**src/rtl/extmem_cycle_ctrl.sv**
```systemverilog
// 68000 external RAM/ROM bus-cycle sequencer: per-device wait states, memory strobes, dtack/berr.
// dtack at edge N+1 after enable is sampled; strobe drops stall the wait count; ROM write or timeout gives berr.
module extmem_cycle_ctrl #(
  parameter int unsigned ROM_WAIT = 2,
  parameter int unsigned RAM_WAIT = 0,
  parameter int unsigned TIMEOUT  = 64
) (
  input  logic clk,
  input  logic reset,
  input  logic enable,
  input  logic is_rom,
  input  logic rw,
  input  logic uds,
  input  logic lds,
  output logic dtack,
  output logic berr,
  output logic rom_oe,
  output logic ram_oe,
  output logic ram_we,
  output logic ram_ub,
  output logic ram_lb
);

  typedef enum logic [1:0] {IDLE, WAIT, ACK, ERR} state_t;

  localparam logic [3:0] ROM_WCNT = 4'(ROM_WAIT);
  localparam logic [3:0] RAM_WCNT = 4'(RAM_WAIT);
  localparam logic [7:0] TLAST    = 8'(TIMEOUT - 1);

  state_t     state_q;
  logic [3:0] wcnt_q;
  logic [7:0] tcnt_q;
  logic       rom_q;
  logic       rw_q;
  logic       strobe;
  logic       act;

  assign strobe = uds | lds;

  always_ff @(posedge clk) begin
    if (reset) begin
      state_q <= IDLE;
      wcnt_q  <= '0;
      tcnt_q  <= '0;
      rom_q   <= 1'b0;
      rw_q    <= 1'b0;
    end else begin
      case (state_q)
        IDLE: begin
          if (enable) begin
            if (is_rom && !rw) begin
              state_q <= ERR;
            end else begin
              state_q <= WAIT;
              wcnt_q  <= is_rom ? ROM_WCNT : RAM_WCNT;
              tcnt_q  <= '0;
              rom_q   <= is_rom;
              rw_q    <= rw;
            end
          end
        end
        WAIT: begin
          tcnt_q <= tcnt_q + 8'd1;
          if (!enable) begin
            state_q <= IDLE;
          end else if (tcnt_q == TLAST) begin
            state_q <= ERR;
          end else if (strobe && wcnt_q == 4'd0) begin
            state_q <= ACK;
          end else if (strobe) begin
            // wait states only elapse while a data strobe is present
            wcnt_q <= wcnt_q - 4'd1;
          end
        end
        ACK, ERR: begin
          if (!enable) state_q <= IDLE;
        end
        default: state_q <= IDLE;
      endcase
    end
  end

  assign act    = (state_q == WAIT) || (state_q == ACK);
  assign dtack  = (state_q == ACK);
  assign berr   = (state_q == ERR);
  assign rom_oe = act &  rom_q &  rw_q;
  assign ram_oe = act & ~rom_q &  rw_q;
  assign ram_we = act & ~rom_q & ~rw_q & strobe;
  assign ram_ub = act & ~rom_q & uds;
  assign ram_lb = act & ~rom_q & lds;

endmodule

```
**config.mk**
```make
export PLATFORM = sky130hd
export DESIGN_NAME = extmem_cycle_ctrl
export DESIGN_NICKNAME = d
export VERILOG_FILES = /design/src/rtl/extmem_cycle_ctrl.sv
export SDC_FILE = /design/constraint.sdc
export NUM_CORES = 1
export LEC_CHECK = 0
export ABC_AREA = 0
export BUFFER_PORTS_ARGS = -buffer_cell sky130_fd_sc_hd__clkbuf_2
export CORE_MARGIN = 8
export CORE_UTILIZATION = 30
export DETAILED_ROUTE_END_ITERATION = 10
export GPL_ROUTABILITY_DRIVEN = 0
export PLACE_DENSITY = 0.51
export SKIP_LAST_GASP = 1
export SLEW_MARGIN = 20
export SYNTH_ARGS = -nofsm -noshare
export SYNTH_HDL_FRONTEND = slang
export SYNTH_SLANG_ARGS = --single-unit
```
**constraint.sdc**
```tcl
create_clock -name clk -period 2.1 [get_ports clk]
set_input_delay 0.105 -clock clk [delete_from_list [all_inputs] [get_ports clk]]
set_output_delay 0.105 -clock clk [all_outputs]
set_load 0.05 [all_outputs]
```
### Yosys cells after proc, flatten, opt, wreduce, memory -nomap -nowiden

Cells that the tools add are included.
Widths: inputs -> output; s select.

| word-level totals | value |
|---|---|
| flip-flop bits (word level) | 16 |
| input bits | 7 |
| word-level logic and storage cells | 61 |

| operators by class | value |
|---|---|
| add/sub/neg operators | 2 |
| equal/unequal tests | 12 |
| mux-type cells | 18 |
| bitwise operators | 12 |
| reduce and logical (&&, ||, !) cells | 12 |

Operators by type and width:

| kind | number |
|---|---|
| $mux 4 | 6 |
| $mux 8 | 2 |
| $pmux 8 s2 | 1 |
| $mux 2 | 7 |
| $ne 2x2->1 const B | 7 |
| $reduce_and 3->1 | 3 |
| $add 8x1->8 const B | 1 |
| $and 1x1->1 | 8 |
| $eq 8x6->1 const B | 1 |
| $pmux 4 s2 | 1 |
| $reduce_and 7->1 | 1 |
| $pmux 2 s3 | 1 |
| $eq 2x2->1 const B | 2 |
| $logic_not 4->1 | 1 |
| $ne 4x4->1 const B | 1 |
| $sub 4x1->4 const B | 1 |
| $not 1->1 | 3 |
| $eq 2x1->1 const B | 1 |
| $logic_and 1x1->1 | 2 |
| $logic_not 2->1 | 1 |
| $reduce_bool 2->1 | 1 |
| $reduce_or 2->1 | 1 |
| $logic_not 1->1 | 1 |
| $logic_or 1x1->1 | 1 |
| $or 1x1->1 | 1 |

### Depth between registers and ports, before layout

| depth | value |
|---|---|
| depth after elaboration | 6 |
| depth in mapped cells | 9 |
| depth with buffers taken out | 6 |

### Least setup slack after synthesis

No wires, ideal clock.

| path | value |
|---|---|
| kind | register to output |
| start point | reg state_q[1] |
| end point | out ram_we |
| arrival | 2.064 ns |
| data required time | 1.995 ns |
| path slack | -0.069 ns |
| cell stages (with the launch flop) | 7 |
| path buffers | 0 |
| cells stage by stage | dfxtp_1 inv_1 ha_1 nor2b_1 and2_1 nor2_1 nor2_1 |

| between the ends | value |
|---|---|
| cells in the longest elaborated chain, start to end | 5 |

RTL lines:

| item | RTL line | text |
|---|---|---|
| start, declared | 30 | `state_t state_q;` |
| start signal, assigned | 42 | `state_q <= IDLE;` |
| start signal, assigned | 52 | `state_q <= ERR;` |
| start signal, assigned | 54 | `state_q <= WAIT;` |
| $eq 2x1->1 / $eq 2x2->1 (equally long branches) | 83 | `assign act = (state_q == WAIT) \|\| (state_q == ACK);` |
| $logic_or 1x1->1 (*) | 83 |  |
| $and 1x1->1 (*) (3 in series) | 88 | `assign ram_we = act & ~rom_q & ~rw_q & strobe;` |
| end, declared | 19 | `output logic ram_we,` |

Every way passes the cells marked *; elsewhere a longest branch is shown, timed or not.

### Worst setup path in the final report

| path | value |
|---|---|
| start point | reg state_q[0] |
| end point | reg tcnt_q[6] |

| between the ends | value |
|---|---|
| cells in the longest elaborated chain, start to end | 3 |

RTL lines:

| item | RTL line | text |
|---|---|---|
| $eq 2x1->1 / $logic_not 2->1 (equally long branches) | 48 | `case (state_q)` |
| $reduce_bool 2->1 (no line) / $ne 2x2->1 (equally long branches) | -- |  |
| $reduce_and 3->1 (no line) | -- |  |
| end signal, assigned | 63 | `tcnt_q <= tcnt_q + 8'd1;` |
| end, declared | 32 | `logic [7:0] tcnt_q;` |

Several ways; a longest one is shown, not always the timed one.
A chain may end at the register's enable or synchronous reset.

==> results.sh <==
export IMPL_run_status="finished clean"
export IMPL_clock_insertion_delay_worst_skew_ps=300
export IMPL_htree_num_levels=1
export IMPL_first_global_vias=1025
export IMPL_grt_use_met3=0.01651
export IMPL_postSynthAreaPerCell_um2=8.534
export IMPL_max_slew_worst_pin_slew_ps=383.2
export IMPL_core_rowCount=22
export IMPL_grt_pass1_wl_um=4367
export IMPL_area_growth_syn_to_layout_pct=14.32
export IMPL_global_route_track_usage_on_met2=0.1448
export IMPL_cts_repair_timing_setup_buffer_count=0
export IMPL_layout_worst_path_cycle_share=0.9277
export IMPL_final_hold_viol_count=0
export IMPL_dp_hpwl_um=1796
export IMPL_cts_root_to_sink_buffers=2
export IMPL_hp_class="in2reg"
export IMPL_ir_worst_vdd_uv=170.2
export IMPL_seq_area_frac_synth=0.2932
export IMPL_setup_violations=0
export IMPL_boundaryPins=14
export IMPL_power_leakage_uw=0.0004817
export IMPL_setup_total_negative_slack_ps=0
export IMPL_antenna_left=0
export IMPL_number_of_clock_sinks=16
export IMPL_die_height_um=76.34
export IMPL_most_common_layout_cells="sky130_fd_sc_hd__dfxtp_1 (16), sky130_fd_sc_hd__a21oi_1 (14), sky130_fd_sc_hd__clkbuf_2 (13), sky130_fd_sc_hd__inv_1 (10), sky130_fd_sc_hd__nand2_1 (9)"
export IMPL_postCtsHoldBufs=0
export IMPL_viasPerCell=5.188
export IMPL_net_count_after_synthesis=141
export IMPL_design_final_nets=158
export IMPL_initial_utilization=0.3052
export IMPL_crit_reg2reg_launch="state_q[0]$_SDFFE_PP0P_"
export IMPL_slew_headroom=0.7379
export IMPL_yosysWarnings=0
export IMPL_maxClockFrequency_ghz=0.5133
export IMPL_fillerInstances=384
export IMPL_ys_seq_elements=16
export IMPL_finClkSkew_ps=9.842
export IMPL_timing_setup_critical_path_class="reg2reg"
export IMPL_antenna_found_initial=0
export IMPL_grt_max_degree=17
export IMPL_tritoncts_buffers=3
export IMPL_timing_max_cap_violations=0
export IMPL_drcViolationCount=0
export IMPL_maxSlewViolCount=0
export IMPL_cts_reportedPaths_clkPinSlew_ps=110
export IMPL_critical_path_endpoint_type="flip-flop"
export IMPL_layout_cells_most_common="sky130_fd_sc_hd__dfxtp_1"
export IMPL_grt_overflow=0
export IMPL_routed_wl_um=2438
export IMPL_buffer_ports_inserted=13
export IMPL_arrival_time_reported_for_the_critical_path_endpoint_ps=2180
export IMPL_num_vias=996
export IMPL_critPathLaunchType="flip-flop"
export IMPL_required_ps=2330
export IMPL_die_area_um2=5828
export IMPL_grt_setup_unrepaired="false"
export IMPL_most_used_flip_flop_cell_after_synthesis="sky130_fd_sc_hd__dfxtp_1"
export IMPL_wl_per_cell_um=12.70
export IMPL_tritoncts="yes"
export IMPL_antenna_diode_count=0
export IMPL_post_layout_total_power_uw=947.5
export IMPL_floorplan_core_area_um2=3578
export IMPL_post_route_cells_drive_above_1_share=0.2569
export IMPL_grt_busiest_layer="met2"
export IMPL_hp_start="rw"
export IMPL_synth_edf_count=0
export IMPL_die_x_um=76.34
export IMPL_worst_setup_path_startpoint="state_q[0]$_SDFFE_PP0P_"
export IMPL_worstPathMaxFanout=16
export IMPL_synthesis_area_um2=1092
export IMPL_clk_root_buffer_cell="sky130_fd_sc_hd__clkbuf_4"
export IMPL_drt_pass1_iter_count=4
export IMPL_gr_usage_all_layers=0.08766
export IMPL_power_density_nw_per_um2=758.8
export IMPL_grt_met1_usage=0.1019
export IMPL_async_reset_ff_frac=0
export IMPL_synth_cells=128
export IMPL_drt_iter0_markers=45
export IMPL_finalWorstPathRequiredPeriod_ps=1948
export IMPL_yosysUniqueCellTypes=45
==> cell type report <==
type	count	area, um^2	area share
multi-input cells	96	691.9	0.5541
inverters	10	37.54	0.03006
repair buffers	18	102.6	0.08216
clock buffers	4	36.28	0.02906
flip-flops and latches	16	320.3	0.2565
well taps	48	60.06	0.04810
==> critical path: stages (launching register included) <==
cell and delay [ps]:
sky130_fd_sc_hd__dfxtp_1 350, sky130_fd_sc_hd__inv_1 110, sky130_fd_sc_hd__ha_2 300, sky130_fd_sc_hd__nand2_4 90, sky130_fd_sc_hd__a2bb2oi_4 200, sky130_fd_sc_hd__buf_4 180, sky130_fd_sc_hd__or4_1 500, sky130_fd_sc_hd__a21oi_1 150
==> cells by family (layout without fill, tap and decap cells) <==
logic type	Yosys count	after routing	share of synthesized area
simple gates	51	51	0.2829
compound gates	38	38	0.2578
flops	16	16	0.2932
buf+inv	16	32	0.08820
fa+ha+maj	6	6	0.06873
mux	1	1	0.009164
==> what timing repair did <==
item                                    CTS  global route
endpoints found under the setup margin    0             6
gates resized for setup                   0             2
hold endpoints to repair                  0             0
==> metrics by stage <==
stage	area [um^2]	util	setup WS (ps)	hold slack (ps)	cells
2_1_floorplan	1095	-	138.4	252.7	128
3_5_place_dp	1199	0.3350	68.26	415.0	188
5_1_grt	1249	0.3490	29.82	108.5	192
4_1_cts	1235	0.3451	41.33	86.51	192
3_3_place_gp	1199	0.3350	147.1	410.1	188
6_report	1249	0.3490	151.8	94.69	192
==> cells in the mapped netlist, types with 2 or more instances <==
master                     instances  area (um^2)
sky130_fd_sc_hd__ha_1              6        75.07
sky130_fd_sc_hd__o21ai_0           4        20.02
sky130_fd_sc_hd__and2_1            4        25.02
sky130_fd_sc_hd__or3_2             4        30.03
sky130_fd_sc_hd__inv_1            10        37.54
sky130_fd_sc_hd__dfxtp_1          16        320.3
sky130_fd_sc_hd__nor2_1            7        26.28
sky130_fd_sc_hd__nand3_1           4        20.02
sky130_fd_sc_hd__or2_2             2        12.51
sky130_fd_sc_hd__buf_6             3        33.78
sky130_fd_sc_hd__nor2b_1           2        12.51
sky130_fd_sc_hd__o211ai_1          3        22.52
sky130_fd_sc_hd__a21oi_1          14        70.07
sky130_fd_sc_hd__or4_1             5        37.54
sky130_fd_sc_hd__nand3b_1          2        15.01
sky130_fd_sc_hd__o31ai_1           4        30.03
sky130_fd_sc_hd__nand2_1           9        33.78
sky130_fd_sc_hd__nand2b_1          2        12.51
==> registers in the layout (all words and copies together) (netlist names) <==
signal and count:
wcnt_q 4, state_q 2, rw_q 1, tcnt_q 8, rom_q 1
==> power by group <==
| part | internal [uW] | switching [uW] |
|---|---|---|
| Clock | 106 | 113 |
| Sequential | 322 | 13.9 |
| Combinational | 148 | 244 |
| Total | 576 | 372 |
==> final timing paths <==
check	to	slack, ps	depth (start not counted)
setup / recovery	tcnt_q[6]$_SDFFE_PP0P_	150	7
hold / removal	rw_q$_SDFFE_PP0P_	90	3
setup reg to reg	tcnt_q[6]$_SDFFE_PP0P_	150	7
hold reg to reg	tcnt_q[7]$_SDFFE_PP0P_	480	2
==> per-layer routing <==
| layer | part of all wire | vias to the layer above |
|---|---|---|
| met2 | 0.49 | 20 |
| met5 | 0 | - |
| met4 | 0.014 | 0 |
| li1 | - | 500 |
| met3 | 0.036 | 2 |
| met1 | 0.46 | 474 |
No activity file was read; power rests on OpenSTA's default activity.
